## config.mk

```make
export PLATFORM = sky130hd
export DESIGN_NAME = conv_relu_pool_stream_flat
export DESIGN_NICKNAME = d
export VERILOG_FILES = /design/src/rtl/conv_relu_pool_stream_if.sv /design/src/rtl/conv_relu_pool_stream.sv /design/src/flat_wrapper.sv
export SDC_FILE = /design/constraint.sdc
export NUM_CORES = 1
export LEC_CHECK = 0
export ABC_CLOCK_PERIOD_IN_PS = 6100
export CAP_MARGIN = 20
export CORE_ASPECT_RATIO = 1.25
export CORE_MARGIN = 2
export CORE_UTILIZATION = 41
export DETAILED_ROUTE_END_ITERATION = 10
export PLACE_DENSITY_LB_ADDON = 0.15
export SYNTH_ARGS = -nofsm -noshare
export SYNTH_HDL_FRONTEND = slang
export SYNTH_SLANG_ARGS = --single-unit
```

## constraint.sdc

```tcl
create_clock -name i_clk -period 6.1 [get_ports i_clk]
set_input_delay 1.83 -clock i_clk [delete_from_list [all_inputs] [get_ports i_clk]]
set_output_delay 1.83 -clock i_clk [all_outputs]
set_load 0.02 [all_outputs]
```

## src/rtl/conv_relu_pool_stream_if.sv

```systemverilog
// Handshake bundle between the conv post-processing stage and its neighbours.
// Signal names are given from the stage's point of view: i_* are driven by
// the surroundings, o_* are driven by the stage.
interface conv_relu_pool_stream_if #(
  parameter int DW = 32
);
  logic                 i_valid;
  logic                 o_ready;
  logic signed [DW-1:0] i_data;
  logic                 o_valid;
  logic                 i_ready;
  logic signed [DW-1:0] o_data;

  // Upstream producer plus downstream consumer (the environment around the stage)
  modport master (
    output i_valid, i_data, i_ready,
    input  o_ready, o_valid, o_data
  );

  // The post-processing stage itself
  modport slave (
    input  i_valid, i_data, i_ready,
    output o_ready, o_valid, o_data
  );
endinterface

```

## src/rtl/conv_relu_pool_stream.sv

```systemverilog
// Streaming ReLU + non-overlapping max-pool stage behind the convolution PE.
// Consumes a row-major OUT_SIZE x OUT_SIZE frame, keeps one line of partial
// window maxima, and hands results to the downstream writer through a small
// output FIFO so that it can apply backpressure.
module conv_relu_pool_stream #(
  parameter int DW          = 32,
  parameter int OUT_SIZE    = 6,
  parameter int POOL        = 2,
  parameter int RELU_EN     = 1,
  parameter int MAXPOOL     = 1,
  parameter int OFIFO_DEPTH = 4
) (
  input  logic                          i_clk,
  input  logic                          i_rst,
  input  logic                          i_go,
  conv_relu_pool_stream_if.slave        bus,
  output logic                          o_busy,
  output logic                          o_done
);

  localparam int NP    = OUT_SIZE / POOL;
  localparam int TOTAL = OUT_SIZE * OUT_SIZE;
  localparam int CW    = $clog2(OUT_SIZE);
  localparam int TW    = $clog2(TOTAL);
  localparam int PW    = $clog2(NP + 1);
  localparam int QW    = $clog2(POOL);
  localparam int PIW   = (NP > 1) ? $clog2(NP) : 1;
  localparam int AW    = $clog2(OFIFO_DEPTH);

  typedef enum logic [1:0] {
    S_IDLE,
    S_RUN,
    S_DRAIN,
    S_DONE
  } state_t;

  state_t state_q, state_d;

  // Position inside the frame: column, position inside the pooling window
  // (cr/rr) and which window column / window row we are in (pc/rb).
  logic [CW-1:0] col_q, col_d;
  logic [TW-1:0] acc_q, acc_d;
  logic [QW-1:0] cr_q, cr_d;
  logic [QW-1:0] rr_q, rr_d;
  logic [PW-1:0] pc_q, pc_d;
  logic [PW-1:0] rb_q, rb_d;

  logic signed [DW-1:0] pbuf_q [NP];

  logic signed [DW-1:0] fifoMem_q [OFIFO_DEPTH];
  logic [AW-1:0]        wrPtr_q, rdPtr_q;
  logic [AW:0]          fifoCnt_q;

  logic                 accept, pop, push;
  logic                 fifoFull;
  logic                 inWin, firstInWin, lastInWin;
  logic [PIW-1:0]       pIdx;
  logic signed [DW-1:0] reluX, pbufCur, winMax, pushData;

  assign fifoFull    = (fifoCnt_q == (AW+1)'(OFIFO_DEPTH));
  assign bus.o_ready = (state_q == S_RUN) && !fifoFull;
  assign bus.o_valid = (fifoCnt_q != '0);
  assign bus.o_data  = fifoMem_q[rdPtr_q];
  assign accept      = bus.i_valid && bus.o_ready;
  assign pop         = bus.o_valid && bus.i_ready;

  assign reluX      = ((RELU_EN != 0) && bus.i_data[DW-1]) ? '0 : bus.i_data;
  assign inWin      = (pc_q < PW'(NP)) && (rb_q < PW'(NP));
  assign firstInWin = (cr_q == '0) && (rr_q == '0);
  assign lastInWin  = (cr_q == QW'(POOL-1)) && (rr_q == QW'(POOL-1));
  assign pIdx       = inWin ? PIW'(pc_q) : '0;
  assign pbufCur    = pbuf_q[pIdx];
  assign winMax     = (reluX > pbufCur) ? reluX : pbufCur;

  // Decide whether the accepted element produces an output and which value
  always_comb begin
    push     = 1'b0;
    pushData = reluX;
    if (accept) begin
      if (MAXPOOL == 0) begin
        push = 1'b1;
      end else if (inWin && lastInWin) begin
        push     = 1'b1;
        pushData = winMax;
      end
    end
  end

  // Advance the frame position counters on every accept; a start clears them
  always_comb begin
    col_d = col_q;
    acc_d = acc_q;
    cr_d  = cr_q;
    rr_d  = rr_q;
    pc_d  = pc_q;
    rb_d  = rb_q;
    if ((state_q == S_IDLE) && i_go) begin
      col_d = '0;
      acc_d = '0;
      cr_d  = '0;
      rr_d  = '0;
      pc_d  = '0;
      rb_d  = '0;
    end else if (accept) begin
      acc_d = acc_q + 1'b1;
      if (col_q == CW'(OUT_SIZE-1)) begin
        col_d = '0;
        cr_d  = '0;
        pc_d  = '0;
        if (rr_q == QW'(POOL-1)) begin
          rr_d = '0;
          rb_d = rb_q + 1'b1;
        end else begin
          rr_d = rr_q + 1'b1;
        end
      end else begin
        col_d = col_q + 1'b1;
        if (cr_q == QW'(POOL-1)) begin
          cr_d = '0;
          pc_d = pc_q + 1'b1;
        end else begin
          cr_d = cr_q + 1'b1;
        end
      end
    end
  end

  // Frame sequencing and the status outputs that follow from the state
  always_comb begin
    state_d = state_q;
    o_busy  = 1'b0;
    o_done  = 1'b0;
    unique case (state_q)
      S_IDLE: begin
        if (i_go) state_d = S_RUN;
      end
      S_RUN: begin
        o_busy = 1'b1;
        if (accept && (acc_q == TW'(TOTAL-1))) state_d = S_DRAIN;
      end
      S_DRAIN: begin
        o_busy = 1'b1;
        if (fifoCnt_q == '0) state_d = S_DONE;
      end
      S_DONE: begin
        o_done  = 1'b1;
        state_d = S_IDLE;
      end
      default: state_d = S_IDLE;
    endcase
  end

  // State and position registers
  always_ff @(posedge i_clk) begin
    if (i_rst) begin
      state_q <= S_IDLE;
      col_q   <= '0;
      acc_q   <= '0;
      cr_q    <= '0;
      rr_q    <= '0;
      pc_q    <= '0;
      rb_q    <= '0;
    end else begin
      state_q <= state_d;
      col_q   <= col_d;
      acc_q   <= acc_d;
      cr_q    <= cr_d;
      rr_q    <= rr_d;
      pc_q    <= pc_d;
      rb_q    <= rb_d;
    end
  end

  // Partial window maxima: seed on the window's first element, fold in the rest,
  // leave untouched on the closing element since that one goes straight out
  always_ff @(posedge i_clk) begin
    if (i_rst) begin
      for (int i = 0; i < NP; i++) pbuf_q[i] <= '0;
    end else if (accept && (MAXPOOL != 0) && inWin && !lastInWin) begin
      pbuf_q[pIdx] <= firstInWin ? reluX : winMax;
    end
  end

  // Output FIFO; accepts are gated on !full so a push never meets a full FIFO
  always_ff @(posedge i_clk) begin
    if (i_rst) begin
      wrPtr_q   <= '0;
      rdPtr_q   <= '0;
      fifoCnt_q <= '0;
      for (int i = 0; i < OFIFO_DEPTH; i++) fifoMem_q[i] <= '0;
    end else begin
      if (push) begin
        fifoMem_q[wrPtr_q] <= pushData;
        wrPtr_q            <= wrPtr_q + 1'b1;
      end
      if (pop) rdPtr_q <= rdPtr_q + 1'b1;
      case ({push, pop})
        2'b10:   fifoCnt_q <= fifoCnt_q + 1'b1;
        2'b01:   fifoCnt_q <= fifoCnt_q - 1'b1;
        default: fifoCnt_q <= fifoCnt_q;
      endcase
    end
  end

endmodule

```

## src/flat_wrapper.sv

```systemverilog
// flat-port wrapper written by rule: the top's interface ports become plain ports
module conv_relu_pool_stream_flat 
#(
  parameter int DW          = 32,
  parameter int OUT_SIZE    = 6,
  parameter int POOL        = 2,
  parameter int RELU_EN     = 1,
  parameter int MAXPOOL     = 1,
  parameter int OFIFO_DEPTH = 4
)
  (i_clk, i_rst, i_go, o_busy, o_done, bus_i_valid, bus_i_data, bus_i_ready, bus_o_ready, bus_o_valid, bus_o_data);
  conv_relu_pool_stream_if #(.DW(DW)) bus_i ();
  input  logic i_clk;
  input  logic i_rst;
  input  logic i_go;
  output logic o_busy;
  output logic o_done;
  input wire logic [$bits(bus_i.i_valid)-1:0] bus_i_valid;
  input wire logic [$bits(bus_i.i_data)-1:0] bus_i_data;
  input wire logic [$bits(bus_i.i_ready)-1:0] bus_i_ready;
  output wire logic [$bits(bus_i.o_ready)-1:0] bus_o_ready;
  output wire logic [$bits(bus_i.o_valid)-1:0] bus_o_valid;
  output wire logic [$bits(bus_i.o_data)-1:0] bus_o_data;
  assign bus_i.i_valid = bus_i_valid;
  assign bus_i.i_data = bus_i_data;
  assign bus_i.i_ready = bus_i_ready;
  assign bus_o_ready = bus_i.o_ready;
  assign bus_o_valid = bus_i.o_valid;
  assign bus_o_data = bus_i.o_data;
  conv_relu_pool_stream #(.DW(DW), .OUT_SIZE(OUT_SIZE), .POOL(POOL), .RELU_EN(RELU_EN), .MAXPOOL(MAXPOOL), .OFIFO_DEPTH(OFIFO_DEPTH)) u_core (.i_clk(i_clk), .i_rst(i_rst), .i_go(i_go), .bus(bus_i), .o_busy(o_busy), .o_done(o_done));
endmodule
```

Yosys cells after proc, flatten, opt, wreduce, memory -nomap -nowiden
Memories as Yosys holds them, arrays and structs flattened. A register that Yosys moved wholly into a read port is not among the register bits.
Index checks and enable logic that the tools add are counted.
{"block": "totals", "ff_bits": 24, "rom_bits": 0, "out_inout_bits": 36, "mem_bits_rw": 224, "latchBits": 0, "n_memories": 2}
{"name": "u_core.fifoMem_q", "depth": 4, "width": 32, "rd": 1, "rd_clocked_by_memory_dff": 1, "write_ports": 4, "line_no": "conv_relu_pool_stream.sv:50", "text": "logic signed [DW-1:0] fifoMem_q [OFIFO_DEPTH];"}
{"name": "u_core.pbuf_q", "depth": 3, "width": 32, "rd": 1, "rd_clocked_by_memory_dff": 0, "write_ports": 3, "line_no": "conv_relu_pool_stream.sv:48", "text": "logic signed [DW-1:0] pbuf_q [NP];"}
{"block": "classes", "n_div": 0, "n_addsub": 10, "mux": 37, "n_reduce_logical": 26, "n_mul": 0, "bitwise": 2, "n_shift": 0, "magnitude_cmp": 3, "n_eq_ne": 11}
{"op": "$mux W32", "n": 6}
{"op": "$reduce_or A32 Y1", "n": 2}
{"op": "$gt A32 B32 Y1", "n": 1}
{"op": "$mux W31", "n": 1}
{"op": "$mux W2", "n": 10}
{"op": "$mux W1", "n": 17}
{"op": "$logic_and A1 B1 Y1", "n": 11}
{"op": "$add A2 B1 Y2 const B", "n": 4}
{"op": "$pmux W2 S4", "n": 1}
{"op": "$add A3 B1 Y3 const B", "n": 2}
{"op": "$add A6 B1 Y6 const B", "n": 1}
{"op": "$eq A2 B2 Y1 const B", "n": 3}
{"op": "$eq A3 B3 Y1 const B", "n": 2}
{"op": "$eq A6 B6 Y1 const B", "n": 1}
{"op": "$pmux W3 S2", "n": 1}
{"op": "$reduce_and A3 Y1", "n": 2}
{"op": "$eq A2 B1 Y1 const B", "n": 2}
{"op": "$lt A2 B2 Y1 const B", "n": 2}
{"op": "$ne A2 B2 Y1 const B", "n": 2}
{"op": "$reduce_and A2 Y1", "n": 2}
{"op": "$reduce_bool A2 Y1", "n": 2}
{"op": "$reduce_or A2 Y1", "n": 2}
{"op": "$logic_not A3 Y1", "n": 1}
{"op": "$mux W3", "n": 1}
{"op": "other kinds (7)", "n": 10}

Longest topological paths before layout
{"block": "logic_depth", "ltp_word": 11, "ltp_mapped": 18, "mapped_depth_nobuf": 15}

Least setup slack after synthesis
OpenSTA, ideal clock, no wires.
{"block": "synth_path", "path_kind": "input port to flip-flop", "from": "in bus_i_data[31]", "to": "mem u_core.pbuf_q[0][10] (data pin)", "t_required_ns": 5.835, "arrival_ns": 4.170, "setup_ns": 0.265, "stages": 11, "slack_ns": 1.665, "cell_sequence": "clkbuf_1 -> nor2b_1 -> ha_1 -> a21o_1 -> nand3_1 -> a211oi_1 -> o41a_1 -> a221oi_4 -> buf_6 -> mux2i_1 -> nor2_1"}
{"element": "start: declaration", "line_no": "flat_wrapper.sv:19", "text": "input wire logic [$bits(bus_i.i_data)-1:0] bus_i_data;"}
{"element": "end: declaration", "line_no": "conv_relu_pool_stream.sv:48"}

==> impl_results.md <==
- Core Box Area: about 33,000 um2
- H-tree depth: 1
- Peak supply drop: around 230 uV
- N_diodes: 0
- IO buf count: 72
- Setup crit end kind: register
- Post-Route WL: approximately 33 mm
- Top_reg_cell synth: edfxtp_1
- Die W: 168 um
- Register area share after synthesis: about three fifths
- Status: finished, final reports clean
- Startpoint Class: register
- CTS clk-pin slew, worst paths: 0.07 ns
- Initial antenna violation count: 0
- Clk_skew: around 0.010 ns
- GRT overflow: 0
- Routed WL per cell: 19.6 um
- Clock root buffer: clkbuf_16
- Post-route clock period utilization: 84.5%
- Unrepaired setup endpoints after global routing: no
- Worst r2r src: u_core.pc_q[0]
- Mapped Avg Cell Area: 11.7 um2
- Worst Hold Class: register to register
- WS Path Type: register to register
- Min cycle time layout: 5.16 ns
- Post-synth ARST share: 0%
- Static leakage: between 5 and 6 nW
- Post-cts resize count: 0
- TritonCTS clock tree: done
- Number of CTS-inserted buffers: 28
- Final Hold Fails: 0
- Max Freq: just under 200 MHz
- Commonest non-fill, non-tap cell in the layout: nor2_1
- Final setup fails: 0
- # fillers: 2,907
- Row cnt: 74
- Detailed-route DRC error count: 0
- Tot GR Track Use: between 10% and 20%
- Distinct cells, synth: 47
- Final worst slack: 0.943 ns
- Syn Inst Count: 1,178
- Initial Util: 41.8%
- Post-CTS Setup Repair Bufs: 0
- Layout cell share with drive strength beyond 1: 10.7%
- Final Max Slew Viols: 0
- Power per cell area: ~290 nW/um2
- Post-route cell area: 15,900 um2
- Worst slew pin tran: 0.991 ns
- Tot Pwr: 4.64 mW
- Max transition margin: around 34%
- Largest net degree at the start of global routing: 59
- Post-Syn Area: roughly 14,000 um2
- Max Cap Viol: 0
- Hold depth: 2
- Die area: 35,000 um2
- Area Growth Syn to Fin: 16.1%
- Total Neg Setup Slack: 0 ns
- R2R depth: 15
- Post-synth EDFFs: 256
- CTS sink cnt: 282
- DR vias: 8,900
- CTS max path bufs: 3
- Dpl ws: just over 0.4 ns
- WP data required: 6.38 ns
- Dpl cell area: ~15,000 um2
- Most frequent cells in the layout: nor2_1 (347), edfxtp_1 (256), mux2i_1 (73), inv_1 (72), clkdlybuf4s50_1 (72)
- Vias per Instance: 5.29
- CP max FO: 44
- GPL Wtd Cong: 0.812
- DP Wirelength: slightly above 20 mm
- ANT nets after route: 0
- Hold buffers post-CTS: 0
- First-pass GRT wire length: approximately 51 mm
- Synth Warn #: 0
- Drt first pass iters: 5
- Skew-Pair Late Insertion Delay: about 0.54 ns
- Worst Setup SP: u_core.pc_q[0]
- CP arrival: 5.43 ns
- Final core occ: 48.5%
- Hold Startpoint: u_core.acc_q[1]
- Synth Register Bits: ~280
- Number of global-route vias before repair: 8,964
- DIE HEIGHT: 209 um
- Nets@finish: 1,322
- Ports: 73
- Iter 0 DRT Violations: ~730
==> power by group <==
group / internal (mW) / total, mW / switching, mW / leakage (nW)
Clock: 1.09 / 1.81 / 0.722 / 0.472
Sequential: 2.20 / 2.23 / 0.0378 / 2.76
Combinational: 0.220 / 0.593 / 0.372 / 2.56
Total: 3.51 / 4.64 / 1.13 / 5.80
==> metal layers <==
metal | global-route usage (%) | vias up | part of all wire [%]
li1 | - | 4274 | -
met2 | 33.9 | 189 | 51
met1 | 24.9 | 4403 | 44
met5 | 0 | - | 0
met3 | 2.08 | 34 | 4.1
met4 | 3.87 | 0 | 1.2
==> critical path: stages (launching register included) <==
cell and delay (ns):
dfxtp_4 0.68, ha_1 0.28, or2_2 0.76, nor2_1 0.08
a21oi_1 0.17, nor2_1 0.05, nor2_1 0.22, inv_1 0.08
ha_1 0.32, nand4_1 0.20, nor4_1 0.58, nand2_1 0.18
a221oi_4 0.36, buf_4 0.38, mux2i_1 0.40, nor2_1 0.09
==> registers in the layout, summed over array words and instances (netlist names), 2 cells and up, named ones only <==
name              flops
u_core.fifoMem_q    128
u_core.pbuf_q       128
u_core.acc_q          6
u_core.col_q          3
u_core.fifoCnt_q      3
u_core.pc_q           2
u_core.rb_q           2
u_core.rdPtr_q        2
u_core.state_q        2
u_core.wrPtr_q        2
==> cell usage after synthesis (all sizes together) (2+ instances only) <==
cell type / number / area, um2
a211oi: 2 / 15.0
a21o: 4 / 30.0
a21oi: 50 / 250
a221oi: 2 / 35.0
a22oi: 2 / 15.0
a31oi: 10 / 62.6
and2: 2 / 12.5
buf: 11 / 76.3
clkbuf: 58 / 218
dfxtp: 26 / 521
edfxtp: 256 / 7690
ha: 40 / 500
inv: 72 / 270
mux2: 24 / 270
mux2i: 73 / 731
mux4: 32 / 721
nand2: 23 / 86.3
nand2b: 6 / 37.5
nand3: 6 / 30.0
nand4: 10 / 62.6
nor2: 349 / 1310
nor2b: 40 / 250
nor3: 5 / 30.0
nor3b: 2 / 15.0
nor4: 2 / 12.5
o21ai: 17 / 85.1
o22ai: 24 / 150
or3: 6 / 37.5
xnor2: 4 / 35.0
xor2: 9 / 78.8
==> kinds of logic (layout without fill, tap and decap cells) <==
logic type,count (synthesis),after routing,synth area share [%]
buffers and inverters,141,222,4.11
flip-flops,282,282,59.7
XOR/XNOR,13,13,0.829
adder cells (fa/ha/maj),41,41,3.79
AO/OA/AOI/OAI,117,117,5.10
AND/OR/NAND/NOR,454,454,13.9
other,1,8,0.0273
multiplexers,129,129,12.5
==> final timing paths <==
path / to / slack (ns)
worst max-delay path: u_core.pbuf_q[1][8] / 0.94
worst min-delay path: u_core.acc_q[1] / 0.47
worst max register to register: u_core.pbuf_q[1][8] / 0.94
worst min register to register: u_core.acc_q[1] / 0.47
==> final cells by class <==
class	instances	area, um2	share of cell area [%]
Sequential cell	282	8210	51.5
Clock inverter	18	218	1.37
Clock buffer	34	754	4.73
Multi-Input combinational cell	762	5010	31.4
Inverter	72	270	1.69
Tap cell	418	523	3.28
Timing Repair Buffer	98	953	5.98
==> through the flow <==
stage / cells / hold slack [ns]
finish: 1684 / 0.474
detailed placement: 1632 / 0.471
floorplan: 1185 / 0.453
global placement: 1632 / 0.461
global route: 1684 / 0.523
CTS: 1684 / 0.481
Note: power is estimated with default switching activity, not from simulation.
